### config.mk
export PLATFORM = sky130hd
export DESIGN_NAME = add_seq128
export DESIGN_NICKNAME = d
export VERILOG_FILES = /design/src/rtl/add_seq128.sv
export SDC_FILE = /design/constraint.sdc
export NUM_CORES = 1
export LEC_CHECK = 0
export CAP_MARGIN = 10
export CORE_ASPECT_RATIO = 0.7
export CORE_MARGIN = 10
export CORE_UTILIZATION = 40
export CTS_CLUSTER_DIAMETER = 60
export DETAILED_ROUTE_END_ITERATION = 10
export HOLD_SLACK_MARGIN = 0.02
export PLACE_DENSITY = 0.69
export SLEW_MARGIN = 30
export SYNTH_ARGS = -nofsm -noshare
export SYNTH_HDL_FRONTEND = slang
export SYNTH_SLANG_ARGS = --single-unit
### constraint.sdc
create_clock -name clock -period 2.4 [get_ports clock]
set_input_delay 0.36 -clock clock [delete_from_list [all_inputs] [get_ports clock]]
set_output_delay 0.36 -clock clock [all_outputs]
set_load 0.02 [all_outputs]
### src/rtl/add_seq128.sv
// -----------------------------------------------------------------------------
// add_seq128 -- multi-word sequential adder.
//
// Adds two W-bit operands (W = 32*WORDS) plus a carry-in, one 32-bit word per
// clock. Each word goes through an external combinational 32-bit adder.
// An accepted request takes WORDS RUN cycles, then the block holds the sum in
// DONE until the consumer acknowledges it.
//
// Ports:
//   clock, reset_n        sole clock (rising edge), async active-low reset
//   start / ready         request handshake; ready only in IDLE and out of reset
//   opA, opB, carry_in    operands, latched on the accepting edge
//   add_a, add_b, add_cin word-slice and carry driven to the external adder
//   add_sum, add_cout     combinational results from the external adder
//   result, carry_out     assembled W-bit sum and final carry
//   done / ack            result valid; ack in DONE releases the block to IDLE
// -----------------------------------------------------------------------------
module add_seq128 #(
  parameter int unsigned WORDS = 4
) (
  input  logic                  clock,
  input  logic                  reset_n,
  input  logic                  start,
  output logic                  ready,
  input  logic [32*WORDS-1:0]   opA,
  input  logic [32*WORDS-1:0]   opB,
  input  logic                  carry_in,
  output logic [31:0]           add_a,
  output logic [31:0]           add_b,
  output logic                  add_cin,
  input  logic [31:0]           add_sum,
  input  logic                  add_cout,
  output logic [32*WORDS-1:0]   result,
  output logic                  carry_out,
  output logic                  done,
  input  logic                  ack
);

  localparam int unsigned IDX_W = (WORDS > 1) ? $clog2(WORDS) : 1;
  localparam logic [IDX_W-1:0] LAST_IDX = IDX_W'(WORDS - 1);

  typedef enum logic [1:0] {
    S_IDLE = 2'd0,
    S_RUN  = 2'd1,
    S_DONE = 2'd2
  } state_e;

  // Operands and result are viewed as arrays of 32-bit words so the word
  // select is a plain index rather than a computed bit offset.
  typedef logic [WORDS-1:0][31:0] words_t;

  state_e           state_q, state_d;
  logic [IDX_W-1:0] idx_q,   idx_d;
  words_t           a_q,     a_d;
  words_t           b_q,     b_d;
  logic             cin_q,   cin_d;     // latched carry_in
  logic             carry_q, carry_d;   // carry between words
  words_t           result_q, result_d;
  logic             cout_q,  cout_d;

  // NOTE: every signal written here gets a default first, so no path through
  // the case statement can leave a value unassigned and infer a latch.
  always_comb begin
    state_d  = state_q;
    idx_d    = idx_q;
    a_d      = a_q;
    b_d      = b_q;
    cin_d    = cin_q;
    carry_d  = carry_q;
    result_d = result_q;
    cout_d   = cout_q;
    add_a    = '0;
    add_b    = '0;
    add_cin  = 1'b0;

    unique case (state_q)
      S_IDLE: begin
        if (start) begin
          a_d      = opA;
          b_d      = opB;
          cin_d    = carry_in;
          carry_d  = 1'b0;
          result_d = '0;
          cout_d   = 1'b0;
          idx_d    = '0;
          state_d  = S_RUN;
        end
      end

      S_RUN: begin
        add_a   = a_q[idx_q];
        add_b   = b_q[idx_q];
        // The first word takes the external carry; later words chain the
        // carry produced by the word before.
        add_cin = (idx_q == '0) ? cin_q : carry_q;

        result_d[idx_q] = add_sum;
        carry_d         = add_cout;
        if (idx_q == LAST_IDX) begin
          cout_d  = add_cout;
          state_d = S_DONE;
        end else begin
          idx_d = idx_q + IDX_W'(1);
        end
      end

      S_DONE: begin
        // ack wins over a simultaneous start; the request is simply not seen.
        if (ack) begin
          state_d = S_IDLE;
        end
      end

      default: begin
        state_d = S_IDLE;
      end
    endcase
  end

  // NOTE: state registers use non-blocking assignments so every register
  // samples the pre-edge values, independent of statement order.
  // NOTE: the operand and result registers are reset along with the control
  // state, because an abandoned operation must leave nothing visible on result.
  always_ff @(posedge clock or negedge reset_n) begin
    if (!reset_n) begin
      state_q  <= S_IDLE;
      idx_q    <= '0;
      a_q      <= '0;
      b_q      <= '0;
      cin_q    <= 1'b0;
      carry_q  <= 1'b0;
      result_q <= '0;
      cout_q   <= 1'b0;
    end else begin
      state_q  <= state_d;
      idx_q    <= idx_d;
      a_q      <= a_d;
      b_q      <= b_d;
      cin_q    <= cin_d;
      carry_q  <= carry_d;
      result_q <= result_d;
      cout_q   <= cout_d;
    end
  end

  // ready also looks at reset_n directly so it drops the moment reset asserts.
  assign ready     = (state_q == S_IDLE) && reset_n;
  assign done      = (state_q == S_DONE);
  assign result    = result_q;
  assign carry_out = cout_q;

endmodule

==> results by group <==
Status
  – Run status: finished with violations
  – Failing checks: setup timing

Critical path
  – Crit Path Max Fanout: 7
  – Slowest CP cell: dfrtp_4
  – R2R Setup Slk: 0.20 ns
  – Worst Path Class, Setup: reg2out
  – R2R Path Start: idx_q[0]
  – Crit path arrival time: approximately 2.2 ns
  – CP peak stage delay: 0.51 ns
  – Data required, critical path: 2.04 ns
  – Crit end category: output port
  – R2R Path End: result[6]
  – Crit path launch type: flop
  – Critical path's most frequent cell: buf_12
  – Critical-path cell list: buf_12 -> buf_12 -> buf_16 -> mux4_2 -> and2_4 -> buf_6
  – Bufs and invs on worst path: 4
  – Reg2reg path depth: 10
  – Top delay family on crit path: buffers and inverters

Yosys
  – Commonest cells in the netlist: nand2_1 (776), dfrtp_1 (391), a22o_1 (85)
  – Syn Nets: 1913
  – Top post-synthesis cells by area: dfrtp_1 (57%), nand2_1 (17%), mux4_2 (8.5%)
  – Mapped cell area: between 15000 and 20000 um^2
  – Post-synth top flop: dfrtp_1
  – Synth Area per Inst: between 10 and 15 um^2
  – Sequential area share after synthesis: around 57%
  – Number of synthesized flops with an enable pin: 0
  – Synth area leader: dfrtp_1
  – Gate Count Post-Synth: roughly 1600
  – Async set-reset flop share out of synthesis: 100.0%
  – Most numerous cell in the Yosys netlist: nand2_1
  – Synth cell types: 34
  – Synth top area share: 57.42%
  – Flops & latches, synth: 391
  – Yosys Warn Count: 0

Route
  – Routed vias/inst: 5.075
  – 1st-iter DRT viols: 983
  – DRC errors left: 0
  – Via count: 13600
  – Wire per inst: 21.13 um
  – Pre-Repair DR Iteration Count: 5
  – DRT Wirelength: about 57000 um
  – Post-route ant nets: 0

Die
  – Die area: 51380 um^2
  – Initial Util: 40.33%
  – Height of the die: 192.7 um
  – I/O pin cnt: ~500
  – Row count: 63
  – Die Span X: 266.7 um
  – Core Region: 42250 um^2

Clock tree
  – Clk sinks: 391
  – Clk pin slew, worst setup/hold paths: about 0.060 ns
  – Worst skew pair latency: between 0.5 and 0.6 ns
  – CTS buffer count: 42
  – Max clock buf depth: 3
  – H-tree depth: 2
  – CTS Root Cell: clkbuf_16
  – TritonCTS clock tree: done

Power
  – Pleak: 11.98 nW
  – VDD IR-drop max: 689.2 uV
  – PwrDens: 1410 nW/um^2

Global route
  – Largest net degree at the start of global routing: 167
  – Global-route wire length before repair: 87070 um
  – M1 GR Usage: 28.11%
  – Total track usage: 21.68%
  – Grt met2 use: approximately a third
  – Vias in the first global route: around 14000
  – Most used routing layer: met2
  – Initial antenna violation count: 12
  – Global Route met3 Usage: 7.269%
  – GRT Residual Overflow: 0

STA
  – Slew headroom: between 40% and 50%
  – Tmin final: 2.568 ns
  – Worst Max-Slew Pin Slew: 0.8361 ns
  – Sum Neg Setup Slack: -7.154 ns
  – RSZ-0062 raised after global routing: yes
  – Max Clk Rate: 389.4 MHz
  – Hold_ws: 0.2276 ns
  – Fin worst setup slack: -0.1679 ns
  – Worst Clk Skew: 0.02560 ns
  – Final period util: 107.0%
  – Final Hold Fails: 0
  – Final Max Slew Viols: 0
  – Final setup vio count: 63

Finish
  – Area Overhead vs Synth: 43.77%
  – Non-filler instance count after layout: around 2700
  – Layout cells sized above 1: between 10% and 20%
  – FF/Latch Area: 9792 um^2
  – # nets final: 2393
  – Filler cells: 3571
  – Multi-input gate area: 6679 um^2

Placement
  – IO Port Bufs: 489
  – Final GP Congestion: 0.8746
  – Placed insts: around 2600
  – Hpwl dp: between 30000 and 40000 um

Job
  – Max cap viols: 0

Hold path
  – Hold Path Class: in2async
==> flip-flops by register name, indices dropped and copies added, names as in the netlist <==
signal,flops
state_q,2
cin_q,1
idx_q,2
carry_q,1
carry_out,1
result,128
a_q,128
b_q,128
==> where the power goes <==
part | internal [mW] | switching, mW
combinational | 8.34 | 8.37
clock | 4.12 | 2.65
sequential | 9.39 | 1.66
total | 21.9 | 12.7
==> how the worst max path moves through the flow <==
| stage | from | to | slack [ns] | depth (start not counted) |
|---|---|---|---|---|
| 3_5_place_dp | idx_q[0] | add_a[28] | -0.08 | 4 |
| 3_3_place_gp | idx_q[0] | add_a[28] | -0.07 | 4 |
| 6_report | idx_q[0] | add_a[14] | -0.17 | 6 |
| 5_1_grt | idx_q[0] | add_a[14] | -0.23 | 6 |
| 4_1_cts | idx_q[0] | add_a[14] | -0.21 | 6 |
| 2_1_floorplan | idx_q[0] | result[10] | 0.36 | 8 |
==> through the flow <==
step           instance area (um^2)  total power, mW  setup WS (ns)  utilization [%]
2_1_floorplan                 17040            20.00         0.3580                -
3_3_place_gp                  22570            26.26       -0.06743            53.42
3_5_place_dp                  22570            26.58       -0.07971            53.42
4_1_cts                       24380            34.66        -0.2108            57.71
5_1_grt                       24480            36.63        -0.2262            57.95
6_report                      24500            34.53        -0.1679            57.98
==> what timing repair did <==
action	in CTS	in global routing
gates resized for setup	415	19
setup buffers	10	2
hold buffers	1	0
gates cloned	5	0
pin swaps	0	1
setup endpoints to repair	66	66
endpoints found under the hold margin	26	0
==> cells in the final DEF (no fill, tap or decap), drive strengths merged <==
cell type / n
ha: 6
o21ai: 2
nor2: 3
nand3: 1
a21o: 2
dfrtp: 391
mux2i: 2
inv: 5
and3: 45
nor3b: 2
and3b: 1
nor2b: 2
or3b: 1
or3: 1
bufinv: 5
buf: 122
clkinv: 6
clkinvlp: 1
mux4: 64
and2: 65
nand2: 776
dlygate4sd2: 1
a22o: 85
dlygate4sd3: 1
a21oi: 2
diode: 8
o2bb2ai: 1
clkbuf: 58
clkdlybuf4s15: 1
mux2: 44
clkdlybuf4s50: 421
nand2b: 2
dlymetal6s2s: 1
==> final cells by class <==
cell class / count / share of cell area (%)
Antenna cell: 8 / 0.08172
Clock buffer: 58 / 5.041
Clock inverter: 13 / 0.8172
Inverter: 4 / 0.07151
Multi-Input combinational cell: 1107 / 27.27
Sequential cell: 391 / 39.97
Tap cell: 552 / 2.819
Timing Repair Buffer: 547 / 23.93
==> cell families (layout without fill, tap and decap cells) <==
group,count (synthesis),after routing,synth area share [%]
compound gates,92,92,4.692
fa+ha+maj,6,6,0.4406
buf+inv,115,622,4.186
flops,391,391,57.42
mux,110,110,11.48
other cells,0,8,0
simple gates,899,899,21.77
==> metal layers <==
layer / routed length, um / part of all wire (%)
met4: 1323 / 2.3
met1: 23650 / 42
met3: 4923 / 8.7
met2: 26650 / 47
met5: 82 / 0.14
No activity file was read; power rests on OpenSTA's default activity.
